===== src/rtl/pc_fetch_pkg.sv =====
// Shared constants and fetch-state encoding for the fetch stage and its pipeline latches.
// The optional PC_FETCH_CHECK_EN build adds a sticky fetch_err output to pc_fetch.
package pc_fetch_pkg;

  localparam logic [31:0] PC_RESET_DEFAULT  = 32'h0000_3000;
  localparam logic [31:0] IMEM_BASE_DEFAULT = 32'h0000_3000;
  localparam logic [31:0] NOP_INSTR         = 32'h0000_0000;

  typedef enum logic [1:0] {
    ST_BOOT = 2'd0,
    ST_RUN  = 2'd1,
    ST_HOLD = 2'd2
  } fetch_state_e;

  // Saturating increment shared by the fetch counter and any later event counters.
  function automatic logic [31:0] sat_inc32(input logic [31:0] v);
    return (v == 32'hFFFF_FFFF) ? v : v + 32'd1;
  endfunction

endpackage


===== src/rtl/pc_fetch_if_id_reg.sv =====
// IF/ID pipeline latch: holds on stall, clears to a bubble on flush, else loads.
// Generic enough to reuse for the later pipeline latches.
module if_id_reg
  import pc_fetch_pkg::*;
(
  input  logic        clk,
  input  logic        rst,
  input  logic        stall_i,
  input  logic        flush_i,
  input  logic        valid_i,
  input  logic [31:0] instr_i,
  input  logic [31:0] pc_i,
  output logic [31:0] instr_o,
  output logic [31:0] pc_o,
  output logic        valid_o
);

  logic [31:0] instr_q, instr_d;
  logic [31:0] pc_q, pc_d;
  logic        valid_q, valid_d;

  // Stall has priority: a flush arriving during a stall is dropped.
  always_comb begin
    instr_d = instr_q;
    pc_d    = pc_q;
    valid_d = valid_q;
    if (!stall_i) begin
      if (flush_i) begin
        instr_d = NOP_INSTR;
        pc_d    = 32'h0;
        valid_d = 1'b0;
      end else begin
        instr_d = valid_i ? instr_i : NOP_INSTR;
        pc_d    = pc_i;
        valid_d = valid_i;
      end
    end
  end

  always_ff @(posedge clk or posedge rst) begin
    if (rst) begin
      instr_q <= NOP_INSTR;
      pc_q    <= 32'h0;
      valid_q <= 1'b0;
    end else begin
      instr_q <= instr_d;
      pc_q    <= pc_d;
      valid_q <= valid_d;
    end
  end

  assign instr_o = instr_q;
  assign pc_o    = pc_q;
  assign valid_o = valid_q;

endmodule


===== src/rtl/pc_fetch.sv =====
// Fetch stage: architectural PC, instruction-memory addressing, IF/ID latch, sequencing FSM
// and a saturating fetch counter. Define PC_FETCH_CHECK_EN to add the fetch_err range check.
module pc_fetch
  import pc_fetch_pkg::*;
#(
  parameter logic [31:0] PC_RESET  = PC_RESET_DEFAULT,
  parameter logic [31:0] IMEM_BASE = IMEM_BASE_DEFAULT,
  parameter int          ADDR_W    = 12
) (
  input  logic              clk,
  input  logic              reset,
  input  logic              stall,
  input  logic              flush,
  input  logic [31:0]       npc_in,
  input  logic [31:0]       imem_rdata,
  output logic [31:0]       pc_f,
  output logic [ADDR_W-1:0] imem_addr,
  output logic [31:0]       instr_d,
  output logic [31:0]       pc_d,
  output logic              valid_d,
  output logic [31:0]       fetch_cnt,
  output logic [1:0]        fetch_state
`ifdef PC_FETCH_CHECK_EN
  ,
  output logic              fetch_err
`endif
);

  logic [31:0]  pc_q;
  logic [31:0]  cnt_q;
  fetch_state_e state_q;

  logic [31:0]  pc_off;
  logic         flush_eff;
  logic         load_valid;
  logic         counts;

  // Word address relative to the memory base; wraps silently outside the memory.
  assign pc_off    = pc_f - IMEM_BASE;
  assign imem_addr = ADDR_W'(pc_off >> 2);

  // The very first load after reset always fetches, so flush only acts once running.
  assign flush_eff = flush && (state_q != ST_BOOT);

`ifdef PC_FETCH_CHECK_EN
  logic err_q;
  logic bad_pc;

  assign bad_pc     = (pc_f[1:0] != 2'b00) || ((pc_off >> (ADDR_W + 2)) != 32'h0);
  assign load_valid = !bad_pc;
  assign fetch_err  = err_q;

  always_ff @(posedge clk or posedge reset) begin
    if (reset) begin
      err_q <= 1'b0;
    end else if (!stall && !flush_eff && bad_pc) begin
      err_q <= 1'b1;
    end
  end
`else
  assign load_valid = 1'b1;
`endif

  assign counts = !stall && !flush_eff && load_valid;

  always_ff @(posedge clk or posedge reset) begin
    if (reset) begin
      pc_q    <= PC_RESET;
      cnt_q   <= 32'h0;
      state_q <= ST_BOOT;
    end else begin
      if (!stall) begin
        pc_q <= npc_in;
      end
      if (counts) begin
        cnt_q <= sat_inc32(cnt_q);
      end
      case (state_q)
        ST_BOOT: state_q <= stall ? ST_BOOT : ST_RUN;
        ST_RUN:  state_q <= stall ? ST_HOLD : ST_RUN;
        ST_HOLD: state_q <= stall ? ST_HOLD : ST_RUN;
        default: state_q <= ST_BOOT;
      endcase
    end
  end

  if_id_reg u_if_id (
    .clk     (clk),
    .rst     (reset),
    .stall_i (stall),
    .flush_i (flush_eff),
    .valid_i (load_valid),
    .instr_i (imem_rdata),
    .pc_i    (pc_f),
    .instr_o (instr_d),
    .pc_o    (pc_d),
    .valid_o (valid_d)
  );

  assign pc_f        = pc_q;
  assign fetch_cnt   = cnt_q;
  assign fetch_state = state_q;

endmodule


===== config.mk =====
export PLATFORM = sky130hd
export DESIGN_NAME = pc_fetch
export DESIGN_NICKNAME = d
export VERILOG_FILES = /design/src/rtl/pc_fetch_pkg.sv /design/src/rtl/pc_fetch_if_id_reg.sv /design/src/rtl/pc_fetch.sv
export SDC_FILE = /design/constraint.sdc
export NUM_CORES = 1
export LEC_CHECK = 0
export ABC_CLOCK_PERIOD_IN_PS = 5500
export BUFFER_PORTS_ARGS = -buffer_cell sky130_fd_sc_hd__clkbuf_2
export CELL_PAD_IN_SITES_DETAIL_PLACEMENT = 1
export CELL_PAD_IN_SITES_GLOBAL_PLACEMENT = 1
export CORE_MARGIN = 5
export CORE_UTILIZATION = 37
export CTS_CLUSTER_SIZE = 16
export DETAILED_ROUTE_END_ITERATION = 16
export PLACE_DENSITY_LB_ADDON = 0.1
export SLEW_MARGIN = 20
export SYNTH_ARGS = -nofsm -noshare
export SYNTH_HDL_FRONTEND = slang
export SYNTH_SLANG_ARGS = --single-unit

===== constraint.sdc =====
create_clock -name clk -period 5.5 [get_ports clk]
set_input_delay 0.825 -clock clk [delete_from_list [all_inputs] [get_ports clk]]
set_output_delay 0.825 -clock clk [all_outputs]
set_load 0.01 [all_outputs]

---- Word level (Yosys, flattened, before mapping) ----
Cells that the tools add are included.
word-level totals
  register bits ........................... 131
  input port bits ......................... 68
  output and inout port bits .............. 143
  logic and storage cells ................. 26
operators by class
  add/sub/neg operators ................... 2
  equality and inequality tests ........... 3
  multiplexer cells ....................... 6
  bitwise operators ....................... 1
  reduce and logical (&&, ||, !) cells .... 8
operators with widths
  kind                                                  number
  two-way mux 32 bit                                    2
  adder 32 x 1 -> 32 bit (second input constant)        1
  equality test 32 bit (second input constant)          1
  subtractor 14 bit (second input constant)             1
  one-hot mux 2 bit (2 select lines)                    1
  equality test 2 x 1 -> 1 bit (second input constant)  1
  equality test 2 bit (second input constant)           1
  logical AND 1 bit                                     2
  zero test 1 bit                                       2
  zero test 2 bit                                       1
  two-way mux 1 bit                                     2
  two-way mux 2 bit                                     1
  AND reduction 2 bit                                   1
  nonzero test 2 bit                                    1
  OR reduction 2 bit                                    1
  inverter 1 bit                                        1

---- Longest topological paths before layout ----
  word-level depth ........................ 5
  gate-level depth with buffers ........... 7
  mapped depth without buffers ............ 7

---- Hierarchy ----
Synthesis repeated with hierarchy kept, for this count alone.
second synthesis, totals
  cell total of the unflattened synthesis .. 447
  area total of the unflattened synthesis .. 5540.3 um^2
by module, submodules not included
  module     times used  cells each  area an instance (um^2)
  pc_fetch   1           232         2905.3
  if_id_reg  1           215         2635.0

---- Least setup slack after synthesis ----
No wires, ideal clock.
  path kind ............................... input-to-reg
  from .................................... input stall
  to ...................................... register cnt_q[22], in the netlist fetch_cnt[22]
  library setup time ...................... 0.079 ns
  arrival time ............................ 2.158 ns
  required time ........................... 5.421 ns
  path slack .............................. 3.263 ns
  cell stages on the path ................. 5
  buffers on the path ..................... 1
  cell sequence ........................... clkbuf_1 -> nor4_1 -> o211ai_2 -> nor3_1 -> xor2_1
between the ends
  cells in the longest elaborated chain, start to end .. 3
ends and longest elaborated chain
  item                           line            RTL
  start, declared                pc_fetch.sv:12  input logic stall,
  zero test 1 bit                -
  logical AND 1 bit              pc_fetch.sv:64  assign counts = !stall && !flush_eff && load_valid;
  AND reduction 2 bit (no line)  -
  end signal, assigned           pc_fetch.sv:76  cnt_q <= sat_inc32(cnt_q);
  end, declared                  pc_fetch.sv:30  logic [31:0] cnt_q;
No other way between the ends.
A chain may end at the register's enable or synchronous reset.

---- Worst setup path after layout ----
  from .................................... register state_q[0], in the netlist fetch_state[0]
  to ...................................... register cnt_q[3], in the netlist fetch_cnt[3]
between the ends
  cells in the longest elaborated chain, start to end .. 5
ends and longest elaborated chain
  item                           line            RTL
  start, declared                pc_fetch.sv:31  fetch_state_e state_q;
  start signal, assigned         pc_fetch.sv:79  ST_BOOT: state_q <= stall ? ST_BOOT : ST_RUN;
  start signal, assigned         pc_fetch.sv:80  ST_RUN: state_q <= stall ? ST_HOLD : ST_RUN;
  start signal, assigned         pc_fetch.sv:81  ST_HOLD: state_q <= stall ? ST_HOLD : ST_RUN;
  nonzero test 2 bit             pc_fetch.sv:43  assign flush_eff = flush && (state_q != ST_BOOT);
  logical AND 1 bit              pc_fetch.sv:43
  zero test 1 bit                pc_fetch.sv:64
  logical AND 1 bit              pc_fetch.sv:64
  AND reduction 2 bit (no line)  -
No other way between the ends.

==> reports/qor.yml <==
status: "finished clean"
track_usage_pct: 17.44
finalHoldViolCount: 0
initial_utilization_pct: 37.47
synth_top_flop_cell: "dfrtp_1"
grt_antenna_before_repair: 0
ys_async_sr_fraction_pct: 100.0
power_frac_clock_pct: 39.8
period_needed_ps: 2562
remaining_drc_errors: 0
r2r-end: "fetch_cnt[3]$_DFFE_PP0P_"
power_density_nw_per_um2: 434.9
static-leakage-power_uw: 0.003586
ant_nets: 0
dp.final_hpwl_um: 10070
avgSynthCellArea_um2: 13.85
die_area_um2: 16470
grt_max_degree: 88
pin_count: 211
root_buffer: "clkbuf_16"
power.internal_uw: 2186
place_inst: 737
cts_buffer_depth: 2
critPathMaxFanout: 35
diodes: 0
seq_power_share_pct: 41.3
holdBufCountCts: 0
h-tree-depth: 4
peakVddDrop_v: 0.0002087
rsz0062_at_grt: "false"
syn_area_um2: 5181
core-area_um2: 13830
min_to: "u_if_id.valid_o$_DFFE_PP0N_"
swShare_pct: 27.85
fin_nets: 647
yosysSeqAreaShare_pct: 63.32
final-setup-viol-count: 0
portBuffers: 210
die_w_um: 128.3
min_from: "u_if_id.valid_o$_DFFE_PP0N_"
routedWlPerCell_um: 18.31
numCtsBuffers: 17
max_cap_violations: 0
synth_enable_flop_cells: 0
fin_util_pct: 50.38
placementRows: 43
stdcell_count: 769
relSlewSlack_pct: 32.86
critPathCaptureType: "flip-flop"
finalCritPeriodShare_pct: 46.58
setup_tns_ps: 0
vias: 3857
switching_power_uw: 843.7
cts_tree: "built"
required_ps: 5830
finClkSkew_ps: 10.52
grt_pass1_vias: 4232
synthCells: 374
dr.first_iter.drc_count: 166
comb_power_share_pct: 18.9
syn2layout_area_growth_pct: 34.44
reg2regPathDepth: 8
synth.distinct_cells: 38
gp_congestion: 0.7418
hold_path.class: "reg2reg"
dr.pass1.iters: 4
clock_sinks: 131
crit_type: "reg2reg"
layout_common_cells: "clkbuf_2 (209), dfrtp_1 (129), a22o_1 (64), mux2_2 (33), xor2_1 (20)"
hold_path_depth: 1
overflow: 0
die_y_um: 128.3
postCtsSetupBuffers: 0
viasPerCell: 5.016
cts-resized-gates: 0
max_freq_ghz: 0.3904
grt_pass1_wl_um: 22540
final_common_cell: "clkbuf_2"
cts.reportedPaths.clkPinSlew_ps: 60
tightestPinTransition_ps: 997.9
regToRegSetupSlack_ps: 2940
cp-start-kind: "flip-flop"
layout-drive-gt1-share_pct: 49.07
r2r-start: "fetch_state[0]$_DFF_PP0_"
synth_seq_cells: 131
finalWirelength_um: 14080
syn_nets: 445
yosys_warnings: 0
cp-startpoint: "fetch_state[0]$_DFF_PP0_"
clk_latency_ps: 420
hold_ws_ps: 496.4
cp.arrival_ps: 2890
slew_violations: 0
## cell families after synthesis
family,share of synthesized area (%)
XOR/XNOR,5.240
AO/OA/AOI/OAI,12.51
adder cells (fa/ha/maj),0.7245
buffers and inverters,3.429
flip-flops,63.32
multiplexers,7.462
AND/OR/NAND/NOR,7.317
## sequential cells by signal, summed over array words and instances (netlist names)
register         flops
u_if_id.valid_o      1
fetch_cnt           32
u_if_id.pc_o        32
fetch_state          2
pc_f                32
u_if_id.instr_o     32
## routing by layer
| layer | vias up | global-route usage (%) | wire length (um) |
|---|---|---|---|
| li1 | 1755 | - | - |
| met1 | 1942 | 21.09 | 5675 |
| met2 | 140 | 28.04 | 6933 |
| met3 | 20 | 7.513 | 1262 |
| met4 | 0 | 5.993 | 210 |
| met5 | - | 0 | 0 |
## synth_stat cells, types with 2 or more instances
cell        n  area (um^2)
xor2_1     20        175.2
and2_1      2        12.51
dfstp_2     2        52.55
nand2_1    16        60.06
buf_4      10        75.07
inv_1       5        18.77
nor4_1      4        25.02
nand4_1    13        81.33
or4_1       2        15.01
a22o_1     64        560.5
clkbuf_1   16        60.06
nor3_1      9        45.04
and3_1      2        12.51
buf_1       2        7.510
nor4_2      2        25.02
xnor2_1    11        96.34
ha_1        3        37.54
nand3_1     2        10.01
nor2_1     10        37.54
mux2_2     33        371.6
dfrtp_1   129         3228
## worst max-delay path: stages, from the launching register on
cell and delay [ps]:
dfrtp_1 400, inv_1 70, ha_1 170, nor2b_1 90
nor2_4 630, buf_4 480, o21a_4 240, and4_4 230
xor2_1 160
## layout make-up
cell class              instances  area, um^2
clock inverters                 9       151.4
repair buffers                213        1076
fillers                      1499        6862
well taps                     180       225.2
clock buffers                  23       478.0
inverters                       5       23.77
flip-flops and latches        131        3281
multi-input cells             208        1730
## through the flow
| stage | power [uW] | instance area, um^2 | setup slack (ps) |
|---|---|---|---|
| 2_1_floorplan | 1568 | 5181 | 1181 |
| 3_3_place_gp | 1836 | 6334 | 2607 |
| 3_5_place_dp | 1858 | 6334 | 2543 |
| 4_1_cts | 3076 | 6963 | 2902 |
| 5_1_grt | 3179 | 6965 | 2763 |
| 6_report | 3030 | 6965 | 2938 |
## how the worst max path moves through the flow
stage | slack, ps | endpoint
2_1_floorplan | 1180 | fetch_cnt[0]$_DFFE_PP0P_
5_1_grt | 2760 | fetch_cnt[3]$_DFFE_PP0P_
6_report | 2940 | fetch_cnt[3]$_DFFE_PP0P_
4_1_cts | 2900 | fetch_cnt[3]$_DFFE_PP0P_
3_3_place_gp | 2610 | fetch_cnt[31]$_DFFE_PP0P_
3_5_place_dp | 2540 | fetch_cnt[31]$_DFFE_PP0P_
## power groups by stage
stage / clock network [uW] / logic, uW / registers, uW
3_3_place_gp: 0 / 574 / 1260
6_report: 1210 / 573 / 1250
4_1_cts: 1230 / 590 / 1260
3_5_place_dp: 0 / 590 / 1270
2_1_floorplan: 0 / 251 / 1320
5_1_grt: 1270 / 628 / 1280
Power figures use the tool's default switching activity.
